[config.mk]
export PLATFORM = sky130hd
export DESIGN_NAME = sequenciador_instrucoes
export DESIGN_NICKNAME = d
export VERILOG_FILES = /design/src/rtl/seq_pkg.sv /design/src/rtl/decodificador_3para8.sv /design/src/rtl/sequenciador_instrucoes.sv
export SDC_FILE = /design/constraint.sdc
export NUM_CORES = 1
export LEC_CHECK = 0
export ABC_AREA = 1
export CORE_UTILIZATION = 29
export CTS_CLUSTER_SIZE = 12
export DETAILED_ROUTE_END_ITERATION = 8
export HOLD_SLACK_MARGIN = 0.02
export PLACE_DENSITY = 0.79
export SLEW_MARGIN = 20
export SYNTH_ARGS = -nofsm -noshare
export SYNTH_HDL_FRONTEND = slang
export SYNTH_SLANG_ARGS = --single-unit
[constraint.sdc]
create_clock -name Clock -period 1.6 [get_ports Clock]
set_input_delay 0.48 -clock Clock [delete_from_list [all_inputs] [get_ports Clock]]
set_output_delay 0.48 -clock Clock [all_outputs]
set_load 0.005 [all_outputs]
[src/rtl/seq_pkg.sv]
// Shared definitions for the instruction sequencer: opcodes, step encoding and IR field positions.
package seq_pkg;

    localparam logic [2:0] OPC_MV   = 3'b000;
    localparam logic [2:0] OPC_MVI  = 3'b001;
    localparam logic [2:0] OPC_ADD  = 3'b010;
    localparam logic [2:0] OPC_SUB  = 3'b011;
    localparam logic [2:0] OPC_MVNZ = 3'b100;

    // IR layout IIIXXXYYY
    localparam int OPC_LSB = 6;
    localparam int X_LSB   = 3;
    localparam int Y_LSB   = 0;
    localparam int FIELD_W = 3;

    typedef enum logic [1:0] {
        T0 = 2'b00,
        T1 = 2'b01,
        T2 = 2'b10,
        T3 = 2'b11
    } step_t;

    function automatic step_t step_after(input step_t s);
        case (s)
            T0:      return T1;
            T1:      return T2;
            T2:      return T3;
            default: return T0;
        endcase
    endfunction

endpackage

[src/rtl/decodificador_3para8.sv]
// 3-to-8 one-hot decoder with enable; index 0 drives the MSB.
module decodificador_3para8 (
    input  logic [2:0] idx,
    input  logic       en,
    output logic [7:0] onehot
);

    assign onehot = en ? (8'b1000_0000 >> idx) : 8'b0000_0000;

endmodule

[src/rtl/sequenciador_instrucoes.sv]
// Control FSM (T0..T3) for the 16-bit multicycle processor: decodes IR and drives all datapath enables.
// Optional macro SEQ_MVNZ_EN enables the conditional move (opcode 100) gated by Gnz.
module sequenciador_instrucoes
    import seq_pkg::*;
#(
    parameter int OPC_W = 3,
    parameter int NREG  = 8
) (
    input  logic                                 Clock,
    input  logic                                 Reset,
    input  logic                                 Run,
    input  logic [OPC_W+2*$clog2(NREG)-1:0]      Instrucao,
    input  logic                                 Gnz,
    output logic                                 IRin,
    output logic                                 DINout,
    output logic [NREG-1:0]                      Rin,
    output logic [NREG-1:0]                      Rout,
    output logic                                 Ain,
    output logic                                 Gin,
    output logic                                 Gout,
    output logic                                 AddSub,
    output logic                                 Done,
    output logic [1:0]                           Tstep
);

    step_t state, next;

    logic [OPC_W-1:0]   opc;
    logic [FIELD_W-1:0] x_f, y_f;

    assign opc = Instrucao[OPC_LSB +: OPC_W];
    assign x_f = Instrucao[X_LSB +: FIELD_W];
    assign y_f = Instrucao[Y_LSB +: FIELD_W];

    logic irin_c, dinout_c, ain_c, gin_c, gout_c, addsub_c, done_c;
    logic rin_en, rout_en;
    logic [FIELD_W-1:0] rin_idx, rout_idx;

    // NOTE: sequential state uses non-blocking assignments so every flop samples pre-edge values.
    always_ff @(posedge Clock) begin
        if (Reset) state <= T0;
        else       state <= next;
    end

`ifndef SEQ_MVNZ_EN
    logic unused_gnz;
    assign unused_gnz = Gnz;
`endif

    always_comb begin
        // NOTE: every combinational output gets a default before the case, so no latch can be inferred.
        next     = state;
        irin_c   = 1'b0;
        dinout_c = 1'b0;
        ain_c    = 1'b0;
        gin_c    = 1'b0;
        gout_c   = 1'b0;
        addsub_c = 1'b0;
        done_c   = 1'b0;
        rin_en   = 1'b0;
        rout_en  = 1'b0;
        rin_idx  = x_f;
        rout_idx = y_f;

        case (state)
            T0: begin
                if (Run) begin
                    irin_c   = 1'b1;
                    dinout_c = 1'b1;
                end
            end
            T1: begin
                case (opc)
                    OPC_W'(OPC_MV): begin
                        rout_en = 1'b1;
                        rin_en  = 1'b1;
                        done_c  = 1'b1;
                    end
                    OPC_W'(OPC_MVI): begin
                        dinout_c = 1'b1;
                        rin_en   = 1'b1;
                        done_c   = 1'b1;
                    end
                    OPC_W'(OPC_ADD), OPC_W'(OPC_SUB): begin
                        rout_idx = x_f;
                        rout_en  = 1'b1;
                        ain_c    = 1'b1;
                    end
`ifdef SEQ_MVNZ_EN
                    OPC_W'(OPC_MVNZ): begin
                        rout_en = Gnz;
                        rin_en  = Gnz;
                        done_c  = 1'b1;
                    end
`endif
                    default: done_c = 1'b1;  // illegal opcode: finish without touching state
                endcase
            end
            T2: begin
                rout_en  = 1'b1;
                gin_c    = 1'b1;
                addsub_c = (opc == OPC_W'(OPC_SUB));
            end
            T3: begin
                gout_c = 1'b1;
                rin_en = 1'b1;
                done_c = 1'b1;
            end
        endcase

        if (state == T0) begin
            if (Run) next = T1;
        end else if (done_c) begin
            next = T0;
        end else begin
            next = step_after(state);
        end
    end

    // Reset gates every output in the same cycle, including Run's effect in T0.
    decodificador_3para8 u_dec_rin (
        .idx    (rin_idx),
        .en     (rin_en & ~Reset),
        .onehot (Rin)
    );

    decodificador_3para8 u_dec_rout (
        .idx    (rout_idx),
        .en     (rout_en & ~Reset),
        .onehot (Rout)
    );

    assign IRin   = irin_c   & ~Reset;
    assign DINout = dinout_c & ~Reset;
    assign Ain    = ain_c    & ~Reset;
    assign Gin    = gin_c    & ~Reset;
    assign Gout   = gout_c   & ~Reset;
    assign AddSub = addsub_c & ~Reset;
    assign Done   = done_c   & ~Reset;
    assign Tstep  = Reset ? 2'b00 : state;

endmodule

# Word level (Yosys, flattened, before mapping)
# Cells that the tools add are included.
[word_totals] reg_bits=2 input_bits=13 output_inout_bits=25 wordCells=49
[classes] eq_ne=7 n_shift=2 mux=24 n_bitwise=10 reduce_logical=5
[op_table] cell="2-to-1 mux 8 bit" count=2
[op_table] cell="right shift 8 x 3 -> 8 bit (first input constant)" count=2
[op_table] cell="2-to-1 mux 1 bit" count=11
[op_table] cell="AND 1 bit" count=9
[op_table] cell="2-to-1 mux 2 bit" count=4
[op_table] cell="case mux 1 bit (2 select lines)" count=4
[op_table] cell="equality test 3 x 2 -> 1 bit (second input constant)" count=2
[op_table] cell="2-to-1 mux 3 bit" count=2
[op_table] cell="equality test 2 bit (second input constant)" count=2
[op_table] cell="case mux 2 bit (2 select lines)" count=1
[op_table] cell="OR reduction 2 bit" count=2
[op_table] cell="equality test 3 x 1 -> 1 bit (second input constant)" count=1
[op_table] cell="logical NOT 3 bit" count=1
[op_table] cell="OR reduction 3 bit" count=1
[op_table] cell="equality test 2 x 1 -> 1 bit (second input constant)" count=1
[op_table] cell="logical NOT 2 bit" count=1
[op_table] cell="inequality test 2 bit (second input constant)" count=1
[op_table] cell="NOT 1 bit" count=1

# Depth between registers and ports, before layout
[logic_depth] ltp_word=6 depth_mapped=9 mapped_depth_nobuf=8

# Modules after synthesis
# Synthesis repeated with hierarchy kept, for this count alone.
[unflattened] cells_unflattened=92 hier_area_um2=449.2
[modules_own_cells] module="sequenciador_instrucoes" n_inst=1 cells_per_inst=58 area_each_um2=321.6 seq_area_each_um2=40.0
[modules_own_cells] module="decodificador_3para8" n_inst=2 cells_per_inst=17 area_each_um2=63.8 seq_area_each_um2=0.0

# Worst setup path before layout
# No wires, ideal clock.
[synth_timing] kind="reg-to-output" from="register state[1]" to="output Rout[0]" t_arrival_ns=1.162 required_time_ns=1.120 path_slack_ns=-0.042 path_stages_with_launch=10 n_path_buf=1 path_cell_list="dfxtp_1 > inv_1 > ha_1 > buf_6 > inv_2 > nor2_1 > nand2_1 > nand2_1 > nand3_1 > nor2_1"
[synth_via] elab_chain_cells=4 elab_cells_between_ends=7 cone_classes="eq/ne (2); shift (1); mux (3); bitwise (1)"
[synth_lines] element="start, declared" line="sequenciador_instrucoes.sv:26" source="step_t state, next;"
[synth_lines] element="start signal, assigned" line="sequenciador_instrucoes.sv:42" source="else state <= next;"
[synth_lines] element="equality test 2 x 1 -> 1 bit or equality test 2 bit (tied branches)" line="sequenciador_instrucoes.sv:65" source="case (state)"
[synth_lines] element="2-to-1 mux 3 bit or case mux 1 bit (2 select lines) (tied branches)" line="sequenciador_instrucoes.sv:65"
[synth_lines] element="right shift 8 x 3 -> 8 bit or AND 1 bit (tied branches)" line="decodificador_3para8.sv:8, sequenciador_instrucoes.sv:129"
[synth_lines] element="2-to-1 mux 8 bit (*)" line="decodificador_3para8.sv:8" source="assign onehot = en ? (8'b1000_0000 >> idx) : 8'b0000_0000;"
[synth_lines] element="end, declared" line="sequenciador_instrucoes.sv:17" source="output logic [NREG-1:0] Rout,"
# Mark *: on every way between the ends. The rest lies on a longest branch, timed or not.

# Worst setup path after layout
[layout_timing] from="register state[1]" to="output Rin[6]"
[layout_via] elab_chain_cells=4 elab_cells_between_ends=5 cone_classes="eq/ne (2); mux (2); bitwise (1)"
[layout_lines] element="equality test 2 bit or equality test 2 x 1 -> 1 bit (tied branches)" line="sequenciador_instrucoes.sv:65"
[layout_lines] element="case mux 1 bit (2 select lines) (*)" line="sequenciador_instrucoes.sv:65"
[layout_lines] element="AND 1 bit (*)" line="sequenciador_instrucoes.sv:123" source=".en (rin_en & ~Reset),"
[layout_lines] element="2-to-1 mux 8 bit (*)" line="decodificador_3para8.sv:8"
[layout_lines] element="end, declared" line="sequenciador_instrucoes.sv:16" source="output logic [NREG-1:0] Rin,"
# Marked as above.

==> results.json <==
{
  "status": "complete, but fails checks",
  "violations": "DRC, setup timing",
  "grt_pass1_vias": 906,
  "overflow": 0,
  "grt_max_degree": 9,
  "pwr-share-seq_pct": 9.9,
  "antenna_found_initial": 0,
  "yosysWarnings": 0,
  "cts_tree": "yes",
  "power_density_mw_per_mm2": 522.4,
  "worstMarginPinSlew_ps": 335.9,
  "ant_nets": 0,
  "start_kind": "register",
  "cts_root_buf": "clkbuf_4",
  "synth_seq_cells": 2,
  "p_sw_uw": 308.8,
  "end_kind": "output pin",
  "grt_use_met1_pct": 32.41,
  "hold_depth": 3,
  "slew_headroom_pct": 77.47,
  "layout_commonest_cell": "buf_4",
  "fin_util_pct": 87.24,
  "leakagePower_uw": 0.0006989,
  "portBuffers": 36,
  "wire_per_inst_um": 16.76,
  "die_y_um": 43.44,
  "avgViaCountPerCell": 5.232,
  "hpwlAfterDp_mm": 1.391,
  "gp_congestion": 0.8519,
  "cts_hold_buf": 0,
  "finish.instance_area_sq_mm": 0.001360,
  "p_clk_share_pct": 16.2,
  "skew_ps": 1.804,
  "n_antenna_cell": 0,
  "post_route_cells_drive_above_1_share_pct": 68.54,
  "top_regs": "state x2",
  "layout_min_cycle_time_ps": 2160,
  "io_pins": 38,
  "htreeDepth": 1,
  "drt_wl_total_mm": 3.251,
  "period_share_pct": 135.0,
  "worstHoldPathType": "reg -> reg",
  "clockBufferDepth": 2,
  "track_usage_pct": 27.69,
  "required_ps": 1120,
  "grt_pass1_wl_mm": 4.029,
  "slew_viol_final": 0,
  "rsz0062_at_grt": "true",
  "core_area_sq_mm": 0.001559,
  "internal_power_uw": 401.7,
  "fin_ws_ps": -560.0,
  "die_area_sq_mm": 0.001887,
  "yosysSeqAreaShare_pct": 8.040,
  "fp.dieW_um": 43.44,
  "yosys-top-cells-area": "nor2_1 (23%), nand2_1 (20%), ha_1 (10%), inv_1 (9.0%), dfxtp_1 (8.0%)",
  "synth_area_sq_um": 498.0,
  "syn_nets": 115,
  "cp_max_fo": 5,
  "drc_errors": 8,
  "route.vias.total": 1015,
  "dr.pass1.iters": 6,
  "crit_type": "reg -> out",
  "grt.busiest_layer": "met2",
  "syn_inst": 98,
  "placed_area_sq_mm": 0.001023,
  "rows": 14,
  "cp.arrival_ps": 1680,
  "r2r_cells": 15,
  "clk_latency_ps": 220,
  "grt_use_met2_pct": 53.94,
  "final-hold-violation-count": 0,
  "synth_cell_types": 18,
  "area_growth_pct": 173.1,
  "drv_cap": 0,
  "setup_viol": 25,
  "fmax_mhz": 463.0,
  "p_sw_share_pct": 43.46,
  "pwr-share-comb_pct": 73.9,
  "initial_core_util_pct": 31.94,
  "nets": 197,
  "synth_top_area_share_pct": 22.61,
  "use_met3_pct": 2.917,
  "peakVddDrop_mv": 0.5421,
  "synth_top_area_cell": "nor2_1",
  "largest_reg_flops": 2,
  "top_register": "state",
  "drt_iter0_markers": 56,
  "synth.avg_cell_area_sq_um": 5.081,
  "cts_buffers": 3,
  "cts.clk_slew.worst_paths_ps": 30,
  "layout_common_cells": "buf_4 (32), buf_2 (24), nand2_1 (20)",
  "clock-sinks": 2
}
[power by group through the flow]
stage                     Sequential (uW)  Combinational [uW]  Clock, uW
final                                70.7                 525        115
after global routing                 70.4                 551        121
after CTS                            68.3                 402        115
after detailed placement             64.4                 294          0
after global placement               63.8                 288          0
after floorplan                      63.9                 144          0
[Yosys cell counts]
| library cell | instances |
|---|---|
| o21ai_1 | 1 |
| inv_2 | 3 |
| and3_2 | 1 |
| a211oi_1 | 1 |
| a21oi_2 | 1 |
| buf_6 | 1 |
| nor2_1 | 30 |
| nand3_1 | 8 |
| nand2_1 | 27 |
| inv_1 | 12 |
| a21oi_1 | 1 |
| nand3_4 | 1 |
| nor2_4 | 1 |
| or2_2 | 1 |
| nand4_1 | 2 |
| buf_2 | 1 |
| ha_1 | 4 |
| dfxtp_1 | 2 |
[final cells by class]
cell class	instances	area, sq um
sequential	2	45.04
clock buffer	3	22.52
multi-input combinational	79	609.3
fill	71	198.9
tap	16	20.02
inverter	15	63.81
timing repair buffer	79	599.3
[per-layer routing]
layer / routed length (um) / part of all wire, %
met2: 1653 / 51
met3: 194 / 6.0
met5: 0 / 0
met4: 148 / 4.6
met1: 1254 / 39
[path summary, 6_finish.rpt]
path                                       startpoint               endpoint  slack [ps]
worst max-delay path            state[1]$_SDFFE_PP0P_                 Rin[6]        -560
worst max register to register  state[1]$_SDFFE_PP0P_  state[1]$_SDFFE_PP0P_        -420
worst min-delay path            state[0]$_SDFFE_PP0P_  state[0]$_SDFFE_PP0P_         670
worst min register to register  state[0]$_SDFFE_PP0P_  state[0]$_SDFFE_PP0P_         670
[cells by family (layout without fill, tap and decap cells)]
logic type	count (synthesis)	count (layout)	synth area share, %
adder cells (fa/ha/maj)	4	4	10.05
AO/OA/AOI/OAI	4	4	5.275
flip-flops	2	2	8.041
buffers and inverters	17	97	14.57
AND/OR/NAND/NOR	71	71	62.06
[timing repair]
action                     CTS  global route
buffers inserted            21             5
pin swaps                   29            29
gates resized for setup    135            49
setup endpoints to repair   25            26
[worst max-delay path, cell delays in order, from the launching register on]
cell and delay [ps]:
dfxtp_2 310, inv_2 90, ha_4 210, nand3_4 100, a21oi_4 180, buf_4 150, buf_4 90, nand2_1 70
nor2_1 110, buf_2 130
[through the flow]
step	total power [uW]	instances	setup TNS, ps	hold slack (ps)	setup WS [ps]
after floorplan	208.3	98	0	528.8	6.795
after global placement	351.4	166	-22830	618.2	-986.1
after detailed placement	358.8	166	-23810	636.8	-1067
after CTS	585.7	190	-7885	629.8	-522.1
after global routing	742.2	194	-10970	677.1	-597.7
final	710.5	194	-9657	672.5	-560.0
Note: power is estimated with default switching activity, not from simulation.
